File: src/rtl/altufm_osc.sv
// altufm_osc: divides clk into a 50%-duty oscillator gated by oscena, never emitting runt pulses.
// Optional macro ALTUFM_OSC_SYNC_EN inserts a 2-flop synchronizer on oscena.
module altufm_osc #(
   parameter int HALF_PERIOD = 1,
   parameter int CNT_W       = 8
) (
   input  logic clk,
   input  logic rst,
   input  logic oscena,
   output logic osc,
   output logic osc_active
);

   localparam int HP = (HALF_PERIOD < 1) ? 1 : HALF_PERIOD;
   localparam logic [CNT_W-1:0] CNT_LAST = CNT_W'(HP - 1);

   logic             en_int;
   logic             running;
   logic [CNT_W-1:0] cnt_q, cnt_d;
   logic             osc_q, osc_d;
   logic             act_q, act_d;

`ifdef ALTUFM_OSC_SYNC_EN
   logic sync1_q, sync2_q;

   always_ff @(posedge clk or posedge rst) begin
      if (rst) begin
         sync1_q <= 1'b0;
         sync2_q <= 1'b0;
      end else begin
         sync1_q <= oscena;
         sync2_q <= sync1_q;
      end
   end

   assign en_int = sync2_q;
`else
   assign en_int = oscena;
`endif

   // A started low phase (count in progress, or low phase after a fall with enable
   // still high) keeps counting even if enable drops; the rise decision is made only
   // at the edge where the phase completes.
   always_comb begin
      cnt_d   = cnt_q;
      osc_d   = osc_q;
      act_d   = act_q;
      running = en_int | osc_q | act_q | (cnt_q != '0);
      if (running) begin
         if (cnt_q == CNT_LAST) begin
            cnt_d = '0;
            if (osc_q) begin
               osc_d = 1'b0;
               if (!en_int) begin
                  act_d = 1'b0;
               end
            end else if (en_int) begin
               osc_d = 1'b1;
               act_d = 1'b1;
            end else begin
               act_d = 1'b0;
            end
         end else begin
            cnt_d = cnt_q + CNT_W'(1);
         end
      end
   end

   always_ff @(posedge clk or posedge rst) begin
      if (rst) begin
         cnt_q <= '0;
         osc_q <= 1'b0;
         act_q <= 1'b0;
      end else begin
         cnt_q <= cnt_d;
         osc_q <= osc_d;
         act_q <= act_d;
      end
   end

   assign osc        = osc_q;
   assign osc_active = act_q;

endmodule

File: config.mk
export PLATFORM = sky130hd
export DESIGN_NAME = altufm_osc
export DESIGN_NICKNAME = d
export VERILOG_FILES = /design/src/rtl/altufm_osc.sv
export SDC_FILE = /design/constraint.sdc
export NUM_CORES = 1
export LEC_CHECK = 0
export BUFFER_PORTS_ARGS = -buffer_cell sky130_fd_sc_hd__buf_2
export CAP_MARGIN = 10
export CORE_AREA = 3 3 40 42
export DETAILED_ROUTE_END_ITERATION = 7
export DIE_AREA = 0 0 43 45
export GPL_TIMING_DRIVEN = 0
export PLACE_DENSITY = 0.63
export SYNTH_ARGS = -nofsm -noshare
export SYNTH_HDL_FRONTEND = slang
export SYNTH_SLANG_ARGS = --single-unit
File: constraint.sdc
create_clock -name clk -period 3.9 [get_ports clk]
set_clock_uncertainty 0.2 [all_clocks]
set_input_delay 0.585 -clock clk [delete_from_list [all_inputs] [get_ports clk]]
set_output_delay 0.585 -clock clk [all_outputs]
set_load 0.02 [all_outputs]
Word level (Yosys, flattened, before mapping)
Index checks and enable logic that the tools add are counted.
- flip-flop bits (word level): 10
- bits of input ports: 3
- output and inout port bits: 2
- word-level logic and storage cells: 17
- $add $sub $neg: 1
- equality and inequality tests: 1
- muxes and demuxes: 5
- bitwise operators: 3
- reduce and logical (&&, ||, !) cells: 4
- operators by type and width (cell ; number):
    8-bit by 1-bit adder with 8-bit output, second input constant ; 1
    8-bit zero test ; 1
    8-bit 2-to-1 mux ; 1
    8-bit nonzero test ; 1
    1-bit 2-to-1 mux ; 4
    1-bit OR ; 3
    3-bit AND reduction ; 1
    2-bit != test, second input constant ; 1
    2-bit AND reduction ; 1

Depth between registers and ports, before layout
- depth in word-level cells: 4
- mapped depth: 5
- gate-level depth less buffers: 5

Worst setup path after synthesis
Ideal clock, no wire load.
- path kind: flip-flop to flip-flop
- start point: register cnt_q[0]
- end point: register osc_q (netlist: osc)
- setup time: 0.125 ns
- arrival: 1.666 ns
- required time: 3.575 ns
- setup slack: 1.909 ns
- cell stages (with the launch flop): 6
- buffers on the path: 0
- clock period less this slack: 1.991 ns
- cell sequence: dfrtp_1 inv_1 ha_1 or4b_4 nor4_4 mux2_4
- longest elaborated chain between the ends: 3
- elaborated cells on any way between the ends: 4
- those cells by class: bitwise: 1; reduce/logical: 3
- RTL lines (element ; line ; RTL):
    start, declared ; 19 ; logic [CNT_W-1:0] cnt_q, cnt_d;
    start signal, assigned ; 75 ; cnt_q <= cnt_d;
    8-bit nonzero test ; 48 ; running = en_int | osc_q | act_q | (cnt_q != '0);
    1-bit OR ; 48 ;
    2-bit AND reduction (no line) (*) ; n/a ;
    end signal, assigned ; 76 ; osc_q <= osc_d;
    end, declared ; 20 ; logic osc_q, osc_d;
Mark *: on every way between the ends. The rest lies on a longest branch, timed or not.
A chain may end at the register's enable or synchronous reset.

Worst setup path in the final report
Same ends and word-level chain as after synthesis.

==> results.cfg <==
[routing]
count_of_unresolved_drc_violations_after_routing = 0
antenna_violating_nets_post_route = 0
detailroute.wirelength.met3_um = 64
wl_per_cell_um = 12.9
drt_first_pass_iters = 2
wire_length_on_met2_um = 403
wirelength_met1_um = 386
dr.max_layer_used = met4
routed-via-count = 332
drc_violation_total_after_the_first_tritonroute_iteration = 4
detail_route.vias_per_cell = 4.96
totalWireLength_um = 861

[power]
power_per_cell_area_nw_per_um2 = 348
vdd_ir_drop_max_mv = 0.244
power.static_leakage_nw = 0.253

[yosys]
synth_fp_nets = 49
synth_top_family_by_area = simple AND/OR/NAND/NOR gates
synth.cells.most_frequent = dfrtp_1, inv_1, nand3_1, xnor2_1
synthMostInstantiatedCell = dfrtp_1
synth_mux_area_frac = 0.0700
yosys.area_share.xor_xnor = 0.0875
synthTopCellsByArea = dfrtp_1, xnor2_1, ha_1, nand3_1, nor4_4
synth-async-reset-ratio = 1.00
ys_ff_latch = 10
synth_fa_ha_area_frac = 0.0500
synth_ff_type = dfrtp_1
mean_instance_size_in_the_synthesized_netlist_um2 = 11.4
synth.cell_area_um2 = 500
synth_simple_gate_area_share = 0.228
synth_warnings = 0
fraction_of_the_mapped_netlist_area_in_compound_gates = 0.0275
synthesized_instance_count = 44
synth_top_cell_by_area = dfrtp_1
post-synth-top-area-fraction = 0.500
cell_variety_after_synth = 18
seq_area_frac_synth = 0.500
count_of_flip_flops_with_a_built_in_enable_after_synthesis = 0

[final_layout]
drive_above_1_share = 0.212
final_cells = 67
fillers = 133
final_util = 0.448
nets = 58
synthToLayoutAreaGrowth_pct = 15.0
antenna_cells = 0

[timing]
final-setup-viol-count = 0
worst_pin_slew_ns = 0.449
min_period_over_period = 0.550
finalCriticalPeriod_ns = 2.14
timing.final.hold_violations = 0
final.setup.worst_slack_ns = 1.76
fin_setup_tns_ns = 0
rsz_0062_raised_after_global_routing = false
timing.hold.ws_ns = 0.0752
fmax_ghz = 0.467
timing.slew.headroom = 0.699
final-max-slew-violation-count = 0

[worst_setup_path]
rr_endpoint = osc
crit_fanout = 7
crit_path_start_kind = flop
cpPeakStageDelay_ns = 0.48
setup.reg_to_reg.worst_slack_ns = 1.76
cpMaxStageDelayCell = or4b_4
reg2regPathDepth = 5
worst_setup_path_startpoint = cnt_q[0]
crit_chain = inv_1, ha_1, or4b_4, nor4_4, mux2_4
worst-endpoint-required_ns = 3.86
r2r_start = cnt_q[0]
timing.critical_path.to_type = flop
worst_setup_path_class = reg2reg
critical_path.endpoint = osc
critical_path_arrival_ns = 2.10

[floorplan]
design.die.area_um2 = 1940
chipWidth_um = 43
row_count = 13
chipHeight_um = 45
ioPinCount = 5
initial_core_util = 0.389
coreArea_um2 = 1280

[grt]
initial_antenna_violation_count = 0
grt_use_total = 0.119
grt_start_max_net_pins = 11
grt_first_pass_wirelength_um = 1640
globalRouteOverflowTotal = 0
first_global_vias = 355

[run_status]
outcome = finished clean

[placed_design]
hpwlAfterDp_um = 668
dp_cells = 63
routabilityCongestion = 0.708
pre_cts_ws_ns = 1.75
place.port_buffers = 4

[clock_tree]
cts_tree = built
postCtsHoldBufs = 0
clock_latency_ns = 0.27
post_cts_buffers = 0
clock_tree.buffer_depth = 2
root_buffer = clkbuf_4
cts_made_buffers = 3
h-tree-depth = 1
clk_pin_slew_worst_paths_ns = 0.07
tritoncts_num_sinks = 10
post_cts_resize_count = 0

[hold_path]
path_class_of_the_lowest_slack_min_delay_path = in2async

[run]
max_cap_viol_count = 0
report_power, final:
group	switching [mW]	internal, mW
logic	0.00298	0.00108
clock network	0.0358	0.0567
registers	0	0.104
total	0.0387	0.161
stage by stage:
stage	power, mW	cell area [µm²]
2_1_floorplan	0.108	500
3_3_place_gp	0.110	539
3_5_place_dp	0.110	539
4_1_cts	0.202	576
5_1_grt	0.210	576
6_report	0.200	576
area by class of cell:
type / instances / area (µm²) / area share
Clock buffer: 4 / 36.3 / 0.0630
Inverter: 5 / 18.8 / 0.0326
Multi-Input combinational cell: 29 / 231 / 0.402
Sequential cell: 10 / 250 / 0.435
Tap cell: 15 / 18.8 / 0.0326
Timing Repair Buffer: 4 / 20.0 / 0.0348
logic make-up after synthesis:
kind of cell	after synthesis
and+or+nand+nor	17
DFF	10
xor gates and xnor gates	5
buffers and inverters	5
muxes	3
AOI/OAI and AO/OA	2
adders and majority gates	2
metal layers:
layer	global-route usage	vias to the layer above
met5	0	-
met4	0.0181	0
met1	0.157	158
li1	-	164
met3	0.0717	2
met2	0.174	8
state kept, by name, summed over array words and instances, names as in the netlist:
register / flops
cnt_q: 8
osc_active: 1
osc: 1
layout by cell type (no fill, tap or decap):
cell type / n
dfrtp_1: 10
nand3_1: 5
xnor2_1: 5
inv_1: 5
buf_2: 4
clkbuf_4: 3
and3_1: 2
nand2_1: 2
mux2i_1: 2
nor2_1: 2
ha_1: 2
nor3_1: 1
or4b_4: 1
nor4_4: 1
or4_1: 1
a2bb2oi_1: 1
mux2_4: 1
nand2b_1: 1
or2b_1: 1
o21ai_0: 1
clkbuf_8: 1
worst min path at each step:
stage,startpoint,end,slack (ns),cells past startpoint
after floorplan,rst,cnt_q[0],0.23,1
after global placement,cnt_q[7],cnt_q[7],0.27,1
after detailed placement,cnt_q[7],cnt_q[7],0.28,1
after CTS,rst,osc,0.09,2
after global routing,rst,osc,0.10,2
final,rst,osc,0.08,2
worst max-delay path: cells and delay by family, from the launching register on:
| family | cells | cell delay [ns] |
|---|---|---|
| flip-flops | 1 | 0.45 |
| multiplexers | 1 | 0.34 |
| AND/OR/NAND/NOR | 2 | 0.83 |
| adder cells (fa/ha/maj) | 1 | 0.13 |
| buffers and inverters | 1 | 0.09 |
(Power assumes the default switching activity.)
